File: config.mk
export PLATFORM = sky130hd
export DESIGN_NAME = dcsk_corr_demod
export DESIGN_NICKNAME = d
export VERILOG_FILES = /design/src/rtl/dcsk_pkg.sv /design/src/rtl/dcsk_ref_buf.sv /design/src/rtl/dcsk_corr_demod.sv
export SDC_FILE = /design/constraint.sdc
export NUM_CORES = 1
export LEC_CHECK = 0
export CORE_MARGIN = 4
export CORE_UTILIZATION = 60
export CTS_CLUSTER_DIAMETER = 80
export CTS_CLUSTER_SIZE = 25
export DETAILED_ROUTE_END_ITERATION = 8
export GPL_ROUTABILITY_DRIVEN = 0
export GPL_TIMING_DRIVEN = 0
export PLACE_DENSITY = 0.73
export SYNTH_ARGS = -nofsm -noshare
export SYNTH_HDL_FRONTEND = slang
export SYNTH_SLANG_ARGS = --single-unit
File: constraint.sdc
create_clock -name Clk -period 8.55 [get_ports Clk]
set_clock_uncertainty 0.15 [all_clocks]
set_input_delay 0.855 -clock Clk [delete_from_list [all_inputs] [get_ports Clk]]
set_output_delay 0.855 -clock Clk [all_outputs]
set_load 0.01 [all_outputs]
File: src/rtl/dcsk_pkg.sv
// Shared DCSK definitions: chip type, spreading-factor select, FSM states and
// width constants used by both the transmitter and the correlator demodulator.
package dcsk_pkg;

   localparam int CHIP_W   = 8;
   localparam int ACC_W    = 24;
   localparam int MAX_BETA = 64;

   typedef logic signed [CHIP_W-1:0] chip_t;
   typedef logic [1:0]               sf_sel_t;

   // Half-symbol phase: reference chips first, then data chips.
   typedef enum logic {
      REF  = 1'b0,
      DATA = 1'b1
   } state_e;

   // Half-symbol length for a spreading-factor select code: 8/16/32/64.
   function automatic logic [6:0] beta_of(input sf_sel_t sel);
      logic [6:0] b;
      case (sel)
         2'b00:   b = 7'd8;
         2'b01:   b = 7'd16;
         2'b10:   b = 7'd32;
         default: b = 7'd64;
      endcase
      return b;
   endfunction

endpackage

File: src/rtl/dcsk_ref_buf.sv
// Reference-half chip storage: synchronous write, combinational read.
// Storage needs no reset because every location is written before it is read.
module dcsk_ref_buf
   import dcsk_pkg::*;
#(
   parameter int CHIP_W   = dcsk_pkg::CHIP_W,
   parameter int MAX_BETA = dcsk_pkg::MAX_BETA,
   parameter int ADDR_W   = $clog2(MAX_BETA)
) (
   input  logic                     clk,
   input  logic                     we,
   input  logic [ADDR_W-1:0]        waddr,
   input  logic signed [CHIP_W-1:0] wdata,
   input  logic [ADDR_W-1:0]        raddr,
   output logic signed [CHIP_W-1:0] rdata
);

   logic signed [CHIP_W-1:0] mem [MAX_BETA];

   // Write port: capture one reference chip per accepted REF cycle.
   always_ff @(posedge clk) begin
      if (we) begin
         mem[waddr] <= wdata;
      end
   end

   assign rdata = mem[raddr];

endmodule

File: src/rtl/dcsk_corr_demod.sv
// Non-coherent DCSK correlator demodulator. Stores the reference half of each
// symbol, correlates it against the data half, decides the bit from the sign
// of the correlation and packs decided bits MSB-first into 32-bit words.
//
// Handshake: Chip_In is consumed on every rising edge where Chip_Valid is 1
// (no back-pressure); Bit_Valid and Valid_Data are single-cycle strobes that
// qualify Bit_Out and Out_Data, which hold their values between strobes.
module dcsk_corr_demod
   import dcsk_pkg::*;
#(
   parameter int CHIP_W   = dcsk_pkg::CHIP_W,
   parameter int MAX_BETA = dcsk_pkg::MAX_BETA,
   parameter int ACC_W    = dcsk_pkg::ACC_W
) (
   input  logic                     Clk,
   input  logic                     Rst,
   input  logic signed [CHIP_W-1:0] Chip_In,
   input  logic                     Chip_Valid,
   input  logic [1:0]               Spread_Factor_Sel,
   input  logic                     Frame_Start,
   output logic                     Bit_Out,
   output logic                     Bit_Valid,
   output logic [31:0]              Out_Data,
   output logic                     Valid_Data,
   output logic                     Dbg_State
);

   localparam int IDX_W  = $clog2(MAX_BETA);
   localparam int PROD_W = 2 * CHIP_W;

   state_e                  state_q, state_d;
   logic [IDX_W-1:0]        idx_q, idx_d;
   logic [IDX_W-1:0]        beta_m1_q, beta_m1_d;
   logic signed [ACC_W-1:0] acc_q, acc_d;
   logic [31:0]             shift_q, shift_d;
   logic [4:0]              bit_cnt_q, bit_cnt_d;
   logic                    bit_out_q, bit_out_d;
   logic                    bit_valid_q, bit_valid_d;
   logic [31:0]             out_data_q, out_data_d;
   logic                    valid_data_q, valid_data_d;

   logic                     buf_we;
   logic signed [CHIP_W-1:0] ref_chip;
   logic signed [PROD_W-1:0] prod;
   logic signed [ACC_W-1:0]  sum;
   logic [IDX_W-1:0]         sel_last;
   logic [IDX_W-1:0]         ref_last;
   logic                     dec_bit;
   logic [31:0]              shift_next;

   dcsk_ref_buf #(
      .CHIP_W   (CHIP_W),
      .MAX_BETA (MAX_BETA),
      .ADDR_W   (IDX_W)
   ) u_ref_buf (
      .clk   (Clk),
      .we    (buf_we),
      .waddr (idx_q),
      .wdata (Chip_In),
      .raddr (idx_q),
      .rdata (ref_chip)
   );

   // Datapath: signed product, full correlation sum and its sign decision.
   always_comb begin
      prod       = Chip_In * ref_chip;
      sum        = acc_q + ACC_W'(prod);
      dec_bit    = ~sum[ACC_W-1];
      shift_next = {shift_q[30:0], dec_bit};
      sel_last   = IDX_W'(beta_of(Spread_Factor_Sel) - 7'd1);
      // On the first reference chip the freshly selected length applies.
      ref_last   = (idx_q == '0) ? sel_last : beta_m1_q;
   end

   // Next-state and output logic; Frame_Start outranks Chip_Valid.
   always_comb begin
      state_d      = state_q;
      idx_d        = idx_q;
      beta_m1_d    = beta_m1_q;
      acc_d        = acc_q;
      shift_d      = shift_q;
      bit_cnt_d    = bit_cnt_q;
      bit_out_d    = bit_out_q;
      bit_valid_d  = 1'b0;
      out_data_d   = out_data_q;
      valid_data_d = 1'b0;
      buf_we       = 1'b0;

      if (Frame_Start) begin
         state_d   = REF;
         idx_d     = '0;
         acc_d     = '0;
         shift_d   = '0;
         bit_cnt_d = '0;
      end else if (Chip_Valid) begin
         case (state_q)
            REF: begin
               buf_we = 1'b1;
               if (idx_q == '0) begin
                  beta_m1_d = sel_last;
               end
               if (idx_q == ref_last) begin
                  idx_d   = '0;
                  acc_d   = '0;
                  state_d = DATA;
               end else begin
                  idx_d = idx_q + 1'b1;
               end
            end
            DATA: begin
               if (idx_q == beta_m1_q) begin
                  bit_out_d   = dec_bit;
                  bit_valid_d = 1'b1;
                  shift_d     = shift_next;
                  bit_cnt_d   = bit_cnt_q + 1'b1;
                  if (bit_cnt_q == 5'd31) begin
                     out_data_d   = shift_next;
                     valid_data_d = 1'b1;
                  end
                  idx_d   = '0;
                  acc_d   = '0;
                  state_d = REF;
               end else begin
                  acc_d = sum;
                  idx_d = idx_q + 1'b1;
               end
            end
            default: begin
               state_d = REF;
               idx_d   = '0;
            end
         endcase
      end
   end

   // State and output registers with asynchronous reset.
   always_ff @(posedge Clk or posedge Rst) begin
      if (Rst) begin
         state_q      <= REF;
         idx_q        <= '0;
         beta_m1_q    <= IDX_W'(7);
         acc_q        <= '0;
         shift_q      <= '0;
         bit_cnt_q    <= '0;
         bit_out_q    <= 1'b0;
         bit_valid_q  <= 1'b0;
         out_data_q   <= '0;
         valid_data_q <= 1'b0;
      end else begin
         state_q      <= state_d;
         idx_q        <= idx_d;
         beta_m1_q    <= beta_m1_d;
         acc_q        <= acc_d;
         shift_q      <= shift_d;
         bit_cnt_q    <= bit_cnt_d;
         bit_out_q    <= bit_out_d;
         bit_valid_q  <= bit_valid_d;
         out_data_q   <= out_data_d;
         valid_data_q <= valid_data_d;
      end
   end

   assign Bit_Out    = bit_out_q;
   assign Bit_Valid  = bit_valid_q;
   assign Out_Data   = out_data_q;
   assign Valid_Data = valid_data_q;
   assign Dbg_State  = state_q;

endmodule

==> qor.yml, run 1 <==
power:
  leakage_nw: 11.33
  cellPowerDensity_nw_per_um2: 265.6
  total_power_mw: 8.267
  max-vdd-ir-drop_uv: 265.8
detailed_routing:
  drt_pass1_iterations: 6
  routed_wl_mm: 79.63
  vias: 17390
  viasPerCell: 6.784
  drtIter0Drc: 2676
  wire_per_inst_microns: 31.06
  drtAntennaViolNets: 0
  drc: 0
clock_tree:
  clock-sinks: 620
  hold_buffers: 0
  clock_path_buffers: 3
  clock_latency_ps: 590
  tritoncts: "done"
  clkTransAtPathRegs_ps: 100
  cts-root-buf: "clkbuf_16"
  cts-htree-levels: 2
  numCtsBuffers: 34
global_routing:
  top_usage_layer: "met2"
  grt_pass1_vias: 17550
  track_usage_pct: 31.56
  use_met3_pct: 9.749
  grt_start_max_net_pins: 73
  antenna_found_initial: 1
  use_met2_pct: 47.24
  grt_overflow: 0
  grt_pass1_wl_mm: 116.8
  met1_usage_pct: 44.38
layout:
  final_cell_mix: "edfxtp_1 (512), nor2_1 (116), dfrtp_1 (104)"
  synthToLayoutAreaGrowth_pct: 8.967
  drive_gt1_share_pct: 12.07
  nFillCells: 3286
  final_common_cell: "edfxtp_1"
  final_cell_count_no_fill: 2564
  design_area_sq_um: 31120
  nNetsFinal: 2115
  final_util_pct: 66.43
worst_setup_path:
  r2r_end: "acc_q[22]"
  r2r_cells: 26
  cp.arrival_ps: 8690
  required_ps: 8840
  criticalPathCategory: "reg -> reg"
  worst_setup_path_start_kind: "flip-flop"
  r2r-start: "idx_q[1]"
  endpoint_kind: "flip-flop"
  reg2reg_slack_ps: 150
  worstPathMaxFanout: 10
yosys:
  synth_top_family_by_area: "adder cells"
  synth-seq-cells: 620
  syn_area_sq_um: 28560
  synth_xor_area_share_pct: 1.043
  seq_area_frac_synth_pct: 63.30
  yosys.area_share.simple_pct: 5.760
  synth.avg_cell_area_sq_um: 15.49
  yosysWarnings: 0
  synth_compound_area_share_pct: 8.047
  synth.net_count: 2020
  ys_types: 79
  async_reset_ff_share_pct: 17.42
  synthFlopType: "edfxtp_1"
  synthMuxAreaShare_pct: 8.564
  synthAdderAreaFrac_pct: 9.830
  syn-instance-count: 1844
  synth-edff-count: 512
timing:
  finalHoldViolations: 0
  slew_violations: 0
  tightest_slew_ps: 1180
  fmax_mhz: 119.0
  max-slew-margin-rel_pct: 21.02
  post-route-min-period_ps: 8403
  period_share_pct: 98.28
  setup_viol: 0
die:
  row_count: 79
  die-area_sq_um: 51160
  core_sq_um: 46850
  initial_core_util_pct: 60.97
  fp.dieH_microns: 226.2
  ios: 50
  die_x_microns: 226.2
hold_path:
  min-delay-start: "Out_Data[11]"
  hold_path_end: "Out_Data[11]"
  min_path_type: "reg -> reg"
  holdPathStages: 1
flow_run:
  cap_violations: 0
place:
  placed_cell_area_sq_um: 29950
  hpwl_mm: 53.33
  dpl.cell_count: 2508
  port_buffers: 48
status:
  outcome: "complete, no violations"
[sequential cells by signal (all words and copies together), names as in the netlist]
| register | count |
|---|---|
| shift_q | 31 |
| idx_q | 6 |
| u_ref_buf.mem | 512 |
| bit_cnt_q | 5 |
| Valid_Data | 1 |
| Out_Data | 32 |
| beta_m1_q | 6 |
| Bit_Out | 1 |
| Dbg_State | 1 |
| acc_q | 24 |
| Bit_Valid | 1 |
[critical path, stage by stage (launching register included)]
cell and delay [ps]:
dfrtp_1 380, buf_6 180, buf_6 260, buf_6 290, buf_2 450, mux4_2 420, mux2i_1 320, nor2_1 200
a2111oi_2 390, o211ai_1 320, nor2_2 410, nor2b_1 140, fa_1 550, inv_1 70, fa_1 510, inv_1 50
fa_1 500, fa_1 430, ha_1 290, ha_1 340, a21oi_1 190, nand2_1 80, o2111ai_1 360, a22oi_1 220
a311oi_1 400, xor2_1 230, o21ai_0 100
[power by group]
part	switching (mW)	total (mW)	internal, mW
combinational	1.83	3.14	1.31
sequential	0.00504	3.28	3.28
clock	1.01	1.85	0.834
total	2.85	8.27	5.42
[cells by family after synthesis]
logic type      Yosys count
flops                   620
fa+ha+maj               162
mux                     174
simple gates            336
compound gates          319
buf+inv                 199
xor+xnor                 34
[per-layer routing]
layer	share of wire (%)	routed length (microns)
met3	13	10610
met5	0	0
met4	5.1	4078
met2	44	35290
met1	37	29650
[cell usage after synthesis, types with 10 or more instances]
cell type	count	area (sq um)
mux4_2	50	1126
o21ai_0	43	215.2
nand3_1	13	65.06
a22oi_1	32	240.2
fa_1	104	2082
mux2i_1	64	640.6
a22o_1	56	490.5
o21ai_1	12	60.06
buf_6	19	214.0
buf_2	26	130.1
ha_1	58	725.7
nand2_1	93	349.1
buf_4	10	75.07
inv_1	101	379.1
a21oi_1	52	260.3
xor2_1	15	131.4
nand2b_1	18	112.6
nor2_1	116	435.4
o22ai_1	26	162.7
edfxtp_1	512	15370
clkbuf_1	35	131.4
and2_1	27	168.9
xnor2_1	19	166.4
mux2_2	22	247.7
a221oi_1	37	324.1
nor2b_1	22	137.6
mux2_1	37	416.7
dfrtp_1	105	2628
[stage by stage]
step	setup TNS [ps]	hold WS, ps	setup WS [ps]
after floorplan	0	298.5	1729
final	0	347.1	147.3
after detailed placement	-2219	322.1	-540.9
after global routing	-8.913	374.5	-6.814
after global placement	-5708	318.8	-841.5
after CTS	0	350.4	75.58
[timing repair]
| item | in CTS | in global routing |
|---|---|---|
| gates resized for setup | 7 | 19 |
| setup endpoints to repair | 7 | 7 |
| buffers inserted | 0 | 2 |
| endpoints found under the hold margin | 0 | 0 |
| pin swaps | 0 | 1 |
[final cells by class]
class | count | area [sq um] | area share (%)
Timing Repair Buffer | 59 | 643.1 | 2.066
Clock inverter | 11 | 127.6 | 0.4100
Clock buffer | 42 | 965.9 | 3.103
Antenna cell | 1 | 2.502 | 0.008040
Tap cell | 607 | 759.5 | 2.440
Sequential cell | 620 | 18080 | 58.10
Inverter | 101 | 381.6 | 1.226
Multi-Input combinational cell | 1025 | 9529 | 30.62
Buffer | 98 | 633.1 | 2.034
[worst max path at each step]
stage	start	endpoint	cells after the start
4_1_cts	idx_q[2]	Bit_Out	25
5_1_grt	idx_q[2]	Bit_Out	25
3_3_place_gp	Chip_In[7]	Bit_Out	16
3_5_place_dp	idx_q[1]	Out_Data[0]	24
2_1_floorplan	idx_q[1]	Bit_Out	25
6_report	idx_q[1]	acc_q[22]	26
Power figures use the tool's default switching activity.
==> inputs of run 2 (changes only) <==
- CTS_CLUSTER_SIZE: 25 -> 30
==> qor.yml, run 2 (synthesized netlist as in run 1, its figures left out) <==
timing:
  finalHoldViolations: 0  # unchanged
  max-slew-margin-rel_pct: 22.28  # was 21.02%
  setup_viol: 0  # unchanged
  rsz0062_at_grt: "yes"
  tightest_slew_ps: 1163  # was 1180 ps
  period_share_pct: 98.29  # was 98.28%
  slew_violations: 0  # unchanged
  fmax_mhz: 119.0  # about the same
  finalWorstSetupSlack_ps: 146.5  # was 147.3 ps
  post-route-min-period_ps: 8403  # about the same
clock_tree:
  tritoncts: "done"  # unchanged
  clock-sinks: 620  # unchanged
  cts-root-buf: "clkbuf_16"  # unchanged
  clkTransAtPathRegs_ps: 100  # about the same
  cts-htree-levels: 1  # was 2
  numCtsBuffers: 30  # was 34
  clock_latency_ps: 650  # was 590 ps
  clock_path_buffers: 3  # unchanged
  hold_buffers: 0  # unchanged
detailed_routing:
  top_layer: "met4"  # unchanged
  drc: 0  # unchanged
  drtAntennaViolNets: 0  # unchanged
  wl_met1_mm: 29.93  # was 29.65 mm
  drt_pass1_iterations: 7  # was 6
  routed_wl_mm: 79.00  # was 79.63 mm
  drtIter0Drc: 2635  # was 2676
  viasPerCell: 6.768  # was 6.784
  wl_met2_mm: 34.60  # was 35.29 mm
  wl_met3_mm: 10.49  # was 10.61 mm
  wire_per_inst_microns: 30.85  # was 31.06 microns
  vias: 17330  # was 17390
place:
  hpwl_mm: 53.33  # unchanged
  post-place-ws_ps: -540.9  # unchanged
  placed_cell_area_sq_um: 29950  # unchanged
  port_buffers: 48  # unchanged
die:
  initial_core_util_pct: 60.97  # unchanged
  core_sq_um: 46850  # unchanged
  die_x_microns: 226.2  # unchanged
  die-area_sq_um: 51160  # unchanged
  ios: 50  # unchanged
  row_count: 79  # unchanged
  fp.dieH_microns: 226.2  # unchanged
worst_setup_path:
  r2r_cells: 25  # was 26
  endpoint_kind: "flip-flop"  # unchanged
  r2r_end: "acc_q[21]"  # was acc_q[22]
  cp.arrival_ps: 8720  # was 8690 ps
  startpoint: "idx_q[1]"  # unchanged
  reg2reg_slack_ps: 150  # about the same
  worstPathMaxFanout: 10  # unchanged
  worst_setup_path_start_kind: "flip-flop"  # unchanged
  required_ps: 8870  # was 8840 ps
  criticalPathCategory: "reg -> reg"  # unchanged
  r2r-start: "idx_q[1]"  # unchanged
layout:
  final_common_cell: "edfxtp_1"  # unchanged
  synthToLayoutAreaGrowth_pct: 8.752  # was 8.967%
  drive_gt1_share_pct: 12.14  # was 12.07%
  final_cell_mix: "edfxtp_1 (512), nor2_1 (116), dfrtp_1 (104)"  # unchanged
  nFillCells: 3293  # was 3286
  regArea_sq_um: 18080  # unchanged
  nNetsFinal: 2111  # was 2115
  largest_reg_flops: 512  # unchanged
  multi_input_area_sq_um: 9520  # was 9529 sq um
  design_area_sq_um: 31060  # was 31120 sq um
  top_register: "u_ref_buf.mem"  # unchanged
power:
  max-vdd-ir-drop_uv: 256.0  # was 265.8 uV
  cellPowerDensity_nw_per_um2: 262.3  # was 265.6 nW/um^2
  leakage_nw: 11.30  # was 11.33 nW
global_routing:
  track_usage_pct: 31.17  # was 31.56%
  antenna_found_initial: 0  # was 1
  grt_overflow: 0  # unchanged
  grt_pass1_vias: 17520  # was 17550
  grt_start_max_net_pins: 73  # unchanged
  grt_pass1_wl_mm: 116.1  # was 116.8 mm
hold_path:
  min-delay-start: "Out_Data[11]"  # unchanged
  holdPathStages: 1  # unchanged
  min_path_type: "reg -> reg"  # unchanged
  hold_path_end: "Out_Data[11]"  # unchanged
flow_run:
  cap_violations: 0  # unchanged
status:
  outcome: "complete, no violations"  # unchanged
[run 2: changes by cell type in the layout (fill, tap and decap cells not counted), sizes merged]
cell | before | now
inv | 105 | 109
buf | 80 | 79
clkinv | 4 | 6
bufinv | 0 | 1
clkinvlp | 3 | 2
clkbuf | 79 | 71
[run 2: worst max-delay path by stage]
stage | endpoint | slack [ps] | depth (start not counted)
floorplan | Bit_Out | 1730 | 25
global placement | Bit_Out | -840 | 16
detailed placement | Out_Data[0] | -540 | 24
CTS | Bit_Out | 70 | 25
global route | acc_q[21] | -7 | 24
finish | acc_q[21] | 150 | 25
[run 2: metrics by stage]
stage	power [mW]	utilization [%]	TNS (ps)	std cells	hold slack, ps
after detailed placement	6.343	63.93	-2219	2508	322.1
after floorplan	5.573	-	0	1844	298.5
after global placement	6.284	63.61	-5708	2499	318.8
after CTS	8.114	66.19	0	2558	353.1
after global routing	8.611	66.30	-11.05	2560	375.4
final	8.148	66.30	0	2561	348.2
[run 2: final cells by class]
class	instances	area share, %
sequential	620	58.21
multi-input combinational	1025	30.65
clock buffer	33	2.521
tap	607	2.445
timing repair buffer	59	2.070
buffer	98	2.038
inverter	101	1.229
clock inverter	17	0.8297
antenna	1	0.008056
[run 2: power by group]
group / switching, mW / internal [mW] / total, mW
logic: 1.81 / 1.28 / 3.09
registers: 0.00502 / 3.28 / 3.28
clock network: 1.03 / 0.742 / 1.78
total: 2.85 / 5.30 / 8.15
[run 2: per-layer routing]
metal | global-route usage [%] | vias up
li1 | - | 7065
met1 | 44.43 | 8726
met2 | 46.26 | 1277
met3 | 9.541 | 265
met4 | 11.49 | 0
met5 | 0 | -
[run 2: timing repair]
item	CTS	global route
pin swaps	0	1
setup endpoints to repair	7	7
gates resized for setup	7	17
hold endpoints to repair	0	0
buffers inserted	0	2
[run 2: worst max-delay path, stage by stage, from the launching register on]
cell and delay, ps:
dfrtp_1 390, buf_6 180, buf_6 260, buf_6 290, buf_2 450, mux4_2 420
mux2i_1 310, nor2_1 190, a2111oi_2 400, o211ai_1 330, nor2_2 410, nor2b_1 120
fa_1 550, inv_1 50, fa_1 520, inv_1 60, fa_1 520, fa_1 420
ha_1 290, ha_1 340, a21oi_1 270, a21boi_0 470, o21ai_0 220, a41oi_1 320
xor2_1 220, o21ai_0 100
